[src/rtl/uart_tx_sched.sv]
// uart_tx_sched: buffers UART-mapped store bytes in a circular FIFO and hands
// them one at a time to the UART transmitter via byte_ready / t_byte.
// The pipeline is stalled while the FIFO is full, so no store byte is lost.
module uart_tx_sched #(
   parameter int DEPTH  = 8,
   parameter int DATA_W = 8
) (
   input  logic                    clk,
   input  logic                    reset,
   input  logic                    wr_en,
   input  logic [DATA_W-1:0]       wr_data,
   output logic                    stall,
   input  logic                    tx_busy,
   output logic [DATA_W-1:0]       data_in,
   output logic                    byte_ready,
   output logic                    t_byte,
   output logic                    empty,
   output logic                    full,
   output logic [$clog2(DEPTH):0]  count
);

   localparam int PW = $clog2(DEPTH);
   localparam logic [PW-1:0] PTR_ONE  = PW'(1);
   localparam logic [PW:0]   CNT_ONE  = (PW+1)'(1);
   localparam logic [PW:0]   CNT_ZERO = (PW+1)'(0);
   localparam logic [PW:0]   CNT_FULL = (PW+1)'(DEPTH);

   typedef enum logic [2:0] {
      IDLE      = 3'd0,
      LOAD      = 3'd1,
      START     = 3'd2,
      WAIT_BUSY = 3'd3,
      WAIT_DONE = 3'd4
   } state_t;

   state_t              state_r;
   state_t              state_next_s;
   logic [PW-1:0]       rd_ptr_r;
   logic [PW-1:0]       wr_ptr_r;
   logic [PW:0]         count_r;
   logic [DATA_W-1:0]   mem_r [DEPTH];
   logic [DATA_W-1:0]   data_in_r;
   logic                byte_ready_r;
   logic                t_byte_r;
   logic                push_s;
   logic                pop_s;
   logic                byte_ready_next_s;
   logic                t_byte_next_s;

   // full is registered occupancy, so stall never loops back through the FIFO
   assign empty      = (count_r == CNT_ZERO);
   assign full       = (count_r == CNT_FULL);
   assign stall      = wr_en & full;
   assign push_s     = wr_en & ~full;
   assign count      = count_r;
   assign data_in    = data_in_r;
   assign byte_ready = byte_ready_r;
   assign t_byte     = t_byte_r;

   // FSM state register
   always_ff @(posedge clk or negedge reset) begin
      if (!reset) begin
         state_r <= IDLE;
      end else begin
         state_r <= state_next_s;
      end
   end

   // FSM next-state logic; a pop happens only on entry to LOAD
   always_comb begin
      state_next_s = state_r;
      pop_s        = 1'b0;
      case (state_r)
         IDLE: begin
            if (!empty) begin
               pop_s        = 1'b1;
               state_next_s = LOAD;
            end else begin
               state_next_s = IDLE;
            end
         end
         LOAD:  state_next_s = START;
         START: state_next_s = WAIT_BUSY;
         WAIT_BUSY: begin
            if (tx_busy) begin
               state_next_s = WAIT_DONE;
            end else begin
               state_next_s = WAIT_BUSY;
            end
         end
         WAIT_DONE: begin
            if (tx_busy) begin
               state_next_s = WAIT_DONE;
            end else if (!empty) begin
               pop_s        = 1'b1;
               state_next_s = LOAD;
            end else begin
               state_next_s = IDLE;
            end
         end
         default: state_next_s = IDLE;
      endcase
   end

   // FSM outputs: decoded from the next state so the registered pulses line up with LOAD/START
   always_comb begin
      byte_ready_next_s = 1'b0;
      t_byte_next_s     = 1'b0;
      case (state_next_s)
         LOAD:    byte_ready_next_s = 1'b1;
         START:   t_byte_next_s     = 1'b1;
         default: begin
            byte_ready_next_s = 1'b0;
            t_byte_next_s     = 1'b0;
         end
      endcase
   end

   // Registered handshake pulses toward the transmitter
   always_ff @(posedge clk or negedge reset) begin
      if (!reset) begin
         byte_ready_r <= 1'b0;
         t_byte_r     <= 1'b0;
      end else begin
         byte_ready_r <= byte_ready_next_s;
         t_byte_r     <= t_byte_next_s;
      end
   end

   // FIFO pointers, occupancy and the presented byte
   always_ff @(posedge clk or negedge reset) begin
      if (!reset) begin
         rd_ptr_r  <= {PW{1'b0}};
         wr_ptr_r  <= {PW{1'b0}};
         count_r   <= CNT_ZERO;
         data_in_r <= {DATA_W{1'b0}};
      end else begin
         if (push_s) begin
            wr_ptr_r <= wr_ptr_r + PTR_ONE;
         end
         if (pop_s) begin
            rd_ptr_r  <= rd_ptr_r + PTR_ONE;
            data_in_r <= mem_r[rd_ptr_r];
         end
         case ({push_s, pop_s})
            2'b10:   count_r <= count_r + CNT_ONE;
            2'b01:   count_r <= count_r - CNT_ONE;
            default: count_r <= count_r;
         endcase
      end
   end

   // FIFO storage; contents need no reset since occupancy gates every read
   always_ff @(posedge clk) begin
      if (push_s) begin
         mem_r[wr_ptr_r] <= wr_data;
      end
   end

endmodule

[config.mk]
export PLATFORM = sky130hd
export DESIGN_NAME = uart_tx_sched
export DESIGN_NICKNAME = d
export VERILOG_FILES = /design/src/rtl/uart_tx_sched.sv
export SDC_FILE = /design/constraint.sdc
export NUM_CORES = 1
export LEC_CHECK = 0
export BUFFER_PORTS_ARGS = -buffer_cell sky130_fd_sc_hd__buf_4
export CAP_MARGIN = 20
export CORE_UTILIZATION = 45
export DETAILED_ROUTE_END_ITERATION = 6
export PLACE_DENSITY = 0.65
export SYNTH_ARGS = -nofsm -noshare
export SYNTH_HDL_FRONTEND = slang
export SYNTH_SLANG_ARGS = --single-unit
[constraint.sdc]
create_clock -name clk -period 2.2 [get_ports clk]
set_clock_uncertainty 0.05 [all_clocks]
set_input_delay 0.44 -clock clk [delete_from_list [all_inputs] [get_ports clk]]
set_output_delay 0.44 -clock clk [all_outputs]
set_load 0.1 [all_outputs]
# After elaboration in Yosys (flattened, before gate mapping)
# Memories as Yosys holds them, arrays and structs flattened. A register that Yosys moved wholly into a read port is not among the register bits.
# Index checks and enable logic that the tools add are counted.
[classes]
add_sub_neg = 4
multipliers = 0
n_div = 0
order_cmp = 0
n_eq_ne = 9
shift = 0
n_mux = 12
n_bitwise = 3
reduce_logical = 4
[op_table]
columns = ["cell", "n"]
rows = [
  ["3-bit case mux with 5 select lines", 1],
  ["3-bit by 2-bit == test with 1-bit output (second input constant)", 3],
  ["4-bit case mux with 2 select lines", 1],
  ["1-bit 2-to-1 mux", 7],
  ["3-bit by 1-bit adder with 3-bit output (second input constant)", 2],
  ["3-bit by 1-bit == test with 1-bit output (second input constant)", 2],
  ["3-bit 2-to-1 mux", 2],
  ["4-bit by 1-bit adder with 4-bit output (second input constant)", 1],
  ["4-bit == test (second input constant)", 1],
  ["4-bit zero test", 1],
  ["4-bit by 1-bit subtractor with 4-bit output (second input constant)", 1],
  ["3-bit == test (second input constant)", 1],
  ["3-bit zero test", 1],
  ["1-bit bitwise AND", 2],
  ["2-bit by 1-bit == test with 1-bit output (second input constant)", 1],
  ["2-bit == test (second input constant)", 1],
  ["1-bit case mux with 2 select lines", 1],
  ["2-bit nonzero test", 1],
  ["1-bit zero test", 1],
  ["1-bit NOT", 1],
]
[word_totals]
reg_bits = 15
latchBits = 0
mem_bits_rw = 64
mem_bits_ro = 0
inputBits = 12
memories = 1
[mem_list]
columns = ["name", "depth", "width", "read_ports", "rd_ports_with_merged_regs", "wr", "line_no", "rtl"]
rows = [
  ["mem_r", 8, 8, 1, 1, 1, "41", "logic [DATA_W-1:0] mem_r [DEPTH];"],
]

# Depth between registers and ports, before layout
[depth]
depth_word = 6
ltp_mapped = 9
mapped_depth_nobuf = 9

# Least setup slack after synthesis
# No wires, ideal clock.
[synth_path]
path_type = "register -> register"
startpoint = "reg count_r[3], in the netlist count[3]"
endpoint = "reg count_r[3], in the netlist count[3]"
setup_time_ns = 0.116
t_arrival_ns = 3.533
required_ns = 2.034
path_slack_ns = -1.498
path_stages_with_launch = 9
period_less_slack_ns = 3.698
path_cell_list = "dfrtp_1 nor4_4 nand3b_1 inv_1 ha_1 ha_1 a21oi_1 o21ai_0 o311ai_0"
[synth_between]
elab_chain_len = 6
elab_cells_between_ends = 13
[synth_lines]
columns = ["element", "line_no", "rtl"]
rows = [
  ["from (decl)", "40", "logic [PW:0] count_r;"],
  ["from (signal assigned)", "146", "2'b10: count_r <= count_r + CNT_ONE;"],
  ["from (signal assigned)", "147", "2'b01: count_r <= count_r - CNT_ONE;"],
  ["from (signal assigned)", "148", "default: count_r <= count_r;"],
  ["4-bit zero test (*)", "51", "assign empty = (count_r == CNT_ZERO);"],
  ["via empty", "17", "output logic empty,"],
  ["1-bit 2-to-1 mux (*)", "75, 94", ""],
  ["1-bit 2-to-1 mux", "92", "if (tx_busy) begin"],
  ["1-bit case mux with 2 select lines (*)", "73", "case (state_r)"],
  ["via pop_s", "46", "logic pop_s;"],
  ["2-bit by 1-bit == test with 1-bit output / 2-bit == test (equally long branches)", "145", "case ({push_s, pop_s})"],
  ["4-bit case mux with 2 select lines / 2-bit nonzero test (equally long branches)", "--", ""],
]
# Mark *: on every way through the listed nets, which the timed path passes. The rest lies on a longest branch.
# A chain may end at the register's enable or synchronous reset.

# Worst setup path after layout
[layout_path]
startpoint = "reg count_r[1], in the netlist count[1]"
endpoint = "reg count_r[3], in the netlist count[3]"
[layout_between]
elab_chain_len = 6
elab_cells_between_ends = 13
[layout_lines]
columns = ["element", "line_no"]
rows = [
  ["4-bit zero test (*)", "51"],
  ["1-bit 2-to-1 mux (*)", "75, 94"],
  ["1-bit 2-to-1 mux", "92"],
  ["1-bit case mux with 2 select lines (*)", "73"],
  ["via pop_s", "46"],
  ["2-bit by 1-bit == test with 1-bit output / 2-bit == test (equally long branches)", "145"],
  ["4-bit case mux with 2 select lines / 2-bit nonzero test (equally long branches)", "--"],
]
# Marks and branches as above.

==> run metrics <==
status finished, violations left; failing checks setup timing; vias per cell approximately 5.1; Top Family by Delay on Critical Path simple AND/OR/NAND/NOR gates; largest cells by area after synthesis edfxtp_1 54%, dfrtp_1 16%, mux4_2 10%; I/O Buffers 28; # H-tree levels 3; Yosys warning total 0; Initial Util between 40% and 50%; later-pin clock latency in the skew report 0.35 ns; RR Startpoint count[1]$_DFFE_PN0P_; ant diodes 0; Layout area overhead 21.28%; max_cap viols 0; PnR worst setup slack -0.006466 ns; Cells after Synth roughly 210; Seq. cell area 2507 um^2; worst path buffer plus inverter count 1; # rows 32; Hold Path Class input pin to flip-flop; Seq/Total Area, Yosys a little over two thirds; share of the synthesized area in the top cell type between 50% and 60%; Crit path top cell by count ha_4; antenna viol nets, final 0; final setup fails 1; Slew HR 46.16%; Critical Path End Type flip-flop; grt total ovfl 0; Achievable Freq between 400 and 500 MHz; Layout Nets about 270; layout filler cell count about 630; post-layout min period about 2.2 ns; Worst Reg-to-Reg Cells 9; vias in the first global route 1761; I/O Pins 29; Worst path max stage delay 0.51 ns; Cell Area, Synth between 3000 and 4000 um^2; #FFs+latches synth between 80 and 90; Worst Hold Launch wr_data[5]; Worst EP arrival between 2 and 2.5 ns; worst-margin pin slew around 0.80 ns; Critical Path Source Type flip-flop; syn_nets ~230; Die Wd a little over 90 um; DP HPWL 3718 um; share of cells above drive strength 1 around two fifths; Die Area 8239 um^2; crit path cell chain nor4_4 > nand3b_1 > inv_2 > ha_4 > ha_4 > a21oi_4 > nor4_2 > nand4b_1 > o311ai_2; WP depth 9; buffers from clock root to sink, at most 2; Routed WL per cell roughly 17 um; CTS buffer count 9; Fin. Hold Viols 0; DRC viols 0; final slew viol count 0; slowest stage cell, crit path dfrtp_4; first-pass GRT wire length 9273 um; Crit Path Max Fanout 8; Initial DRC Count between 100 and 150; GR Util All Layers around 16%; R2R Setup Slk -0.006 ns; via count about 1800; maximum number of pins on one net before global-route repair 24; Die H 90.77 um; CP Class flip-flop to flip-flop; Critical Path RT 2.38 ns; RePlAce Congestion roughly 0.75; CTS tree yes; Crit. Startpoint count[1]$_DFFE_PN0P_; crit share post-route 100.3%; core area 7687 um^2; CTS Root Cell clkbuf_8; drt first pass iters 4; initial antenna violation count 0; dpl ws -0.06402 ns; area of the multi-input gates ~1100 um^2; reg-to-reg endpoint count[3]$_DFFE_PN0P_; Worst-path clk slew 0.09 ns; final WL between 5000 and 6000 um; crit path to count[3]$_DFFE_PN0P_; Synth Area per Inst roughly 17 um^2; CTS sink cnt 87; library cells used by synthesis 34; Synth area leader edfxtp_1; RSZ-0062 raised after global routing yes
repair_timing:
action | in CTS | in global routing
hold buffers | 1 | 0
buffers inserted | 4 | 3
endpoints found under the setup margin | 11 | 24
endpoints found under the hold margin | 23 | 0
pin swaps | 3 | 5
resized for setup | 4 | 9
cell usage in the layout, fill, tap and decap left out, types with 4 or more instances in the layout:
cell	netlist	final
mux4_2	16	16
nand2_1	21	20
xnor2_1	4	4
o21ai_1	2	10
dfrtp_1	23	19
buf_4	0	41
mux2i_1	9	9
clkbuf_8	0	9
edfxtp_1	64	64
nor3_2	0	4
inv_1	8	6
per-stage QoR:
step	hold WS [ns]	instances	TNS, ns	cell area [um^2]	utilization [%]
after floorplan	0.09441	207	-7.980	3635	-
after global routing	0.2576	362	-0.2303	4300	55.94
after global placement	0.3053	338	0	3971	51.66
after CTS	0.2519	359	0	4227	54.98
after detailed placement	0.3015	338	-0.08452	3971	51.66
final	0.2662	362	-0.006466	4300	55.94
worst reg2reg max path: cells and delay by family, from the launching register on:
family	cells	cell delay, ns
AO/OA/AOI/OAI	2	0.18
flip-flops	1	0.51
adder cells (fa/ha/maj)	2	0.48
AND/OR/NAND/NOR	4	0.80
buffers and inverters	1	0.07
logic make-up after synthesis:
logic type | Yosys count | share of synthesized area (%)
AOI/OAI and AO/OA | 17 | 2.682
xor gates and xnor gates | 6 | 1.482
adders and majority gates | 6 | 2.329
buffers and inverters | 16 | 2.858
DFF | 87 | 70.43
muxes | 26 | 13.02
and+or+nand+nor | 49 | 7.198
synthesized netlist by cell type, drive strengths merged:
cell    instances
nand4b          1
xor2            2
nor3            7
nand2          21
and3            2
a21oi           2
o311ai          1
ha              5
nand2b          3
mux2            1
fa              1
nor2            5
nor3b           2
nand3b          1
mux2i           9
or3             1
edfxtp         64
buf             6
or4             1
dfrtp          23
xnor2           4
and2            2
clkbuf          2
inv             8
mux4           16
nor4            3
o21ai          13
a21boi          1
worst min-delay path by stage:
stage | endpoint | slack (ns) | cells after the start
after detailed placement | state_r[1]$_DFF_PN0_ | 0.30 | 1
after global routing | mem_r[6][3]$_DFFE_PP_ | 0.26 | 1
final | mem_r[4][5]$_DFFE_PP_ | 0.27 | 1
after floorplan | byte_ready$_DFF_PN0_ | 0.09 | 0
after CTS | mem_r[5][3]$_DFFE_PP_ | 0.25 | 1
after global placement | state_r[0]$_DFF_PN0_ | 0.31 | 1
routing by layer:
metal / global-route usage, % / vias to the layer above / share of wire, %
met1: 21.44 / 910 / 46
li1: - / 881 / -
met2: 23.42 / 41 / 48
met5: 0 / - / 0
met4: 7.937 / 0 / 1.8
met3: 3.283 / 10 / 4.9
cell type report:
| type | count | share of cell area (%) |
|---|---|---|
| sequential | 87 | 58.31 |
| multi-input combinational | 104 | 24.93 |
| timing repair buffer | 45 | 8.379 |
| tap | 102 | 2.968 |
| clock buffer | 9 | 2.880 |
| clock inverter | 7 | 1.833 |
| inverter | 8 | 0.6983 |
state kept, by name (all words and copies together) (netlist names):
| register | cells |
|---|---|
| data_in | 8 |
| rd_ptr_r | 3 |
| byte_ready | 1 |
| mem_r | 64 |
| state_r | 3 |
| wr_ptr_r | 3 |
| count | 4 |
| t_byte | 1 |
Power is left out: the tool's default activity adds up to more than one toggle a clock period on the data nets, which glitch-free logic cannot reach.
